## src/rtl/reg_file_rd_ctrl.sv

```systemverilog
// reg_file_rd_ctrl: single/burst read controller over a packed register bus with a registered response slot
module reg_file_rd_ctrl #(
  parameter int DATA_W   = 16,
  parameter int NUM_REGS = 2,
  parameter int ADDR_W   = 3
) (
  input  logic                       clock,
  input  logic                       reset,
  input  logic [DATA_W*NUM_REGS-1:0] regs_in,
  input  logic                       req_valid,
  output logic                       req_ready,
  input  logic [ADDR_W-1:0]          req_addr,
  input  logic                       req_burst,
  output logic                       rsp_valid,
  input  logic                       rsp_ready,
  output logic [DATA_W-1:0]          rsp_data,
  output logic [ADDR_W-1:0]          rsp_addr,
  output logic                       rsp_last,
  output logic                       rsp_err,
  output logic                       busy
);
  typedef enum logic {IDLE, STREAM} state_t;
  localparam logic [ADDR_W-1:0] LAST = ADDR_W'(NUM_REGS - 1);
  state_t            state;
  logic [ADDR_W-1:0] ptr;
  logic [DATA_W-1:0] regs [2**ADDR_W];
  logic              slot_free, accept, advance, bad, single;
  // register 0 lives in the MSB slice; unused address slots read as zero
  for (genvar i = 0; i < 2**ADDR_W; i++) begin : g_reg
    if (i < NUM_REGS) begin : g_on
      assign regs[i] = regs_in[DATA_W*(NUM_REGS-1-i) +: DATA_W];
    end else begin : g_off
      assign regs[i] = '0;
    end
  end
  assign slot_free = !rsp_valid || rsp_ready;
  assign req_ready = !reset && state == IDLE && slot_free;
  assign accept    = req_valid && req_ready;
  assign advance   = state == STREAM && slot_free;
  assign bad       = req_addr > LAST;
  assign single    = !req_burst || req_addr == LAST;
  assign busy      = state == STREAM || rsp_valid;
  always_ff @(posedge clock) begin
    if (reset) begin
      state     <= IDLE;
      ptr       <= '0;
      rsp_valid <= 1'b0;
      rsp_data  <= '0;
      rsp_addr  <= '0;
      rsp_last  <= 1'b0;
      rsp_err   <= 1'b0;
    end else if (accept) begin
      rsp_valid <= 1'b1;
      rsp_data  <= bad ? '0 : regs[req_addr];
      rsp_addr  <= req_addr;
      rsp_err   <= bad;
      rsp_last  <= bad || single;
      if (!bad && !single) begin
        state <= STREAM;
        ptr   <= req_addr + 1'b1;
      end
    end else if (advance) begin
      rsp_valid <= 1'b1;
      rsp_data  <= regs[ptr];
      rsp_addr  <= ptr;
      rsp_err   <= 1'b0;
      rsp_last  <= ptr == LAST;
      if (ptr == LAST) state <= IDLE;
      else ptr <= ptr + 1'b1;
    end else if (slot_free) begin
      rsp_valid <= 1'b0;
    end
  end
endmodule
```

## config.mk

```make
export PLATFORM = sky130hd
export DESIGN_NAME = reg_file_rd_ctrl
export DESIGN_NICKNAME = d
export VERILOG_FILES = /design/src/rtl/reg_file_rd_ctrl.sv
export SDC_FILE = /design/constraint.sdc
export NUM_CORES = 1
export LEC_CHECK = 0
export ABC_AREA = 1
export CELL_PAD_IN_SITES_DETAIL_PLACEMENT = 0
export CELL_PAD_IN_SITES_GLOBAL_PLACEMENT = 1
export CORE_MARGIN = 2
export CORE_UTILIZATION = 32
export CTS_CLUSTER_DIAMETER = 60
export DETAILED_ROUTE_END_ITERATION = 10
export PLACE_DENSITY = 0.88
export SYNTH_ARGS = -nofsm -noshare
export SYNTH_HDL_FRONTEND = slang
export SYNTH_SLANG_ARGS = --single-unit
```

## constraint.sdc

```tcl
create_clock -name clock -period 2.4 [get_ports clock]
set_input_delay 0.72 -clock clock [delete_from_list [all_inputs] [get_ports clock]]
set_output_delay 0.72 -clock clock [all_outputs]
set_load 0.1 [all_outputs]
```

==> impl.org <==
** Floorplan
- Chip Height :: 77.5 microns
- Die area :: 0.00600 sq mm
- Core ar. :: 0.00517 sq mm
- During I/O placement, the number of pins put on the boundary was 64.
- The die is 77.5 microns wide.
- Cell Rows :: 26
- Once the floorplan was initialized, standard cells occupied 33.4% of the core.

** Run
- Max-cap violations in this run came to 0.

** Global routing
- The initial antenna violation count is 0.
- The via count of the first global-routing pass is 1,733.
- Entering global routing, the biggest net connects 33 pins.
- Wire length of the first global-routing pass :: 7980 microns
- Summed over all layers, the global routing overflow is 0.
- Across every metal layer, demand over resource in global routing totals 16.0%.

** Synthesis
- For this run, the number of Yosys warnings is 0.
- Post-synthesis net count :: 325
- Number of unique standard cell types used by synthesis :: 24
- In this run, synthesis produced a sequential element count of 26.
- Synthesis produced 285 cells.
- Area of the mapped netlist :: 0.00173 sq mm
- Count of flip-flops with a built-in enable after synthesis :: 0
- The largest total area in the synthesized netlist belongs to sky130_fd_sc_hd__dfxtp_1.
- Synth top area share :: 30.1%
- Counting flops with an async set or reset pin after synthesis yields a share of 0%.
- The share of the Yosys chip area taken by registers is 30.1%.
- Most used standard cell by instance count after synthesis :: sky130_fd_sc_hd__nand2_1
- Most common library cells after synthesis :: sky130_fd_sc_hd__nand2_1, sky130_fd_sc_hd__inv_1, sky130_fd_sc_hd__o21ai_0
- Most frequently used flop master after synthesis :: sky130_fd_sc_hd__dfxtp_1
- Per-instance average area after synthesis :: 6.06 sq um
- In the post-synthesis netlist, the biggest area contributors are sky130_fd_sc_hd__dfxtp_1, sky130_fd_sc_hd__nand2_1, sky130_fd_sc_hd__o21ai_0.

** Timing
- Setup repair after global routing left no endpoint under its margin.
- Number of hold-slack violations in the final timing report :: 0
- Hold is met by 471 ps.
- Post-route setup TNS :: 0 ps
- Max Clk Rate :: 426 MHz
- Setup violations remaining at the end of the flow were counted as 0.
- Min cycle time layout :: 2350 ps
- Worst clock skew :: 2.37 ps
- Slew @ Worst Pin :: 595 ps
- The worst pin sits at a relative slew slack of 60.3%.
- Of the available clock period, the critical path in the final layout requires 97.8%.
- The max-slew violation total from the final report was 0.

** CTS
- CTS built an H-tree with a depth of 1.
- CTS buffer count :: 3
- The clock passes through at most 2 buffers.
- The tree is rooted in a sky130_fd_sc_hd__clkbuf_8.
- CTS tree :: yes
- Setup repair bufs after CTS :: 0
- The clock reaches the later pin of the worst-skew pair after 270 ps.
- Hold buffer count at cts :: 0
- Post-CTS repair changed the size of 0 cells.
- Clock edge transition at the registers on the reported setup and hold paths :: 90 ps
- CTS saw 26 sinks.

** Critical path
- The startpoint identified for the worst register-to-register timing path is state.
- WP data arrival :: 1630 ps
- The critical path starts at reset.
- The worst setup path is launched from a primary input.
- Of all nets on the critical path, the largest fanout is 2.
- STA classifies the critical path endpoint as a primary output.
- The critical path is of the primary input to primary output type.
- Data required time at the worst endpoint :: 1680 ps
- Register-to-register path setup slack :: 870 ps

** Layout
- Layout Cells excl Fill :: 417
- Area grow syn2layout :: 45.8%
- Utilization of the core after routing :: 48.7%
- The repair_antennas step left the layout with diodes totalling 0.
- Share of layout cells above drive strength 1 :: 13.5%
- In the final design database the tool counted 388 nets.

** Drt
- For this block, the initial DRC count from the detailed router was 57.
- Average routed wire per standard cell :: 11.2 microns
- Detail-routed via count per cell :: 4.45
- Number of search-and-repair iterations in the first detailed-routing pass :: 4
- Total routed wirelength :: 4660 microns
- # DRC :: 0
- Vias after detailed routing :: 1,857
- In this run the remaining antenna-violating nets after routing total 0.

** Place
- Global placement routability congestion :: 0.813
- Input and output buffers added on the ports amount to 63.
- In this run, placement finished with an instance count of 413.
- The wire-length estimate of the detail-placed layout is 3350 microns.

** Outcome
- The run finished with clean final reports.

** Power and ir drop
- In this run the static leakage power is 1.28 nW.
- Power per standard cell area :: 573 mW/mm^2
- IR analysis of the VDD net gives a maximum drop of 248 uV.

** Worst hold path
- The path class of the tightest hold or removal check is register to register.
- Worst min-delay path startpoint :: rsp_err
[cell usage in the layout (no fill, tap or decap)]
cell type	n
sky130_fd_sc_hd__nand2_1	82
sky130_fd_sc_hd__inv_1	48
sky130_fd_sc_hd__o21ai_0	48
sky130_fd_sc_hd__clkdlybuf4s50_1	39
sky130_fd_sc_hd__buf_4	29
sky130_fd_sc_hd__dfxtp_1	25
sky130_fd_sc_hd__nor2_1	17
sky130_fd_sc_hd__o21bai_1	16
sky130_fd_sc_hd__a21oi_1	9
sky130_fd_sc_hd__nand3_1	7
sky130_fd_sc_hd__buf_12	5
sky130_fd_sc_hd__o21ai_1	4
sky130_fd_sc_hd__nand4_1	3
sky130_fd_sc_hd__clkbuf_8	3
sky130_fd_sc_hd__or2_2	2
sky130_fd_sc_hd__nand2_2	1
sky130_fd_sc_hd__nor2_4	1
sky130_fd_sc_hd__nand3_4	1
sky130_fd_sc_hd__nor3_4	1
sky130_fd_sc_hd__nand2_4	1
sky130_fd_sc_hd__nor3_1	1
sky130_fd_sc_hd__o211ai_1	1
sky130_fd_sc_hd__nand3_2	1
sky130_fd_sc_hd__bufinv_16	1
sky130_fd_sc_hd__dfxtp_2	1
[kinds of logic after synthesis]
group,count (synthesis),synth area share [%]
and+or+nand+nor,118,29.9
AOI/OAI and AO/OA,78,25.1
buffers and inverters,63,14.9
DFF,26,30.1
[routing by layer]
layer  global-route usage (%)  up-vias  wire length, microns  part of all wire, %
met4                     3.75        0                    34                 0.73
li1                         -     1021                     -                    -
met1                     21.0      793                  2300                   49
met3                     2.21        2                   172                  3.7
met5                        0        -                     0                    0
met2                     27.7       41                  2150                   46
[per-stage QoR]
step	power (W)	area [sq um]	setup slack [ps]
floorplan	0.000898	1730	140
CTS	0.00146	2520	43.1
finish	0.00144	2520	53.5
global route	0.00153	2520	22.9
global placement	0.00108	2450	63.5
detailed placement	0.00109	2450	51.4
[worst max-delay path, stage by stage]
cell                              delay, ps
sky130_fd_sc_hd__clkdlybuf4s50_1        460
sky130_fd_sc_hd__nor2_4                 110
sky130_fd_sc_hd__nand2_1                 50
sky130_fd_sc_hd__inv_1                  100
sky130_fd_sc_hd__buf_12                 180
[path summary, 6_finish.rpt]
kind	to	cells after the start
max	req_ready	5
max reg2reg	rsp_data[12]	8
min reg2reg	rsp_err	2
min	rsp_err	2
[registers in the layout, indices dropped and copies added (netlist names)]
register,count
rsp_data,16
rsp_err,1
rsp_last,1
rsp_addr,3
state,1
rsp_valid,1
ptr,3
[final cells by class]
type | count | area, sq um
fillers | 539 | 2660
multi-input cells | 196 | 948
repair buffers | 73 | 708
flip-flops and latches | 26 | 522
inverters | 48 | 180
well taps | 70 | 87.6
clock buffers | 3 | 41.3
clock inverters | 1 | 30.0
[report_power, final]
group          switching [W]  total, W  internal (W)
Combinational       0.000398  0.000591      0.000194
Sequential         0.0000169  0.000482      0.000465
Clock               0.000146  0.000370      0.000223
(Power assumes the default switching activity.)
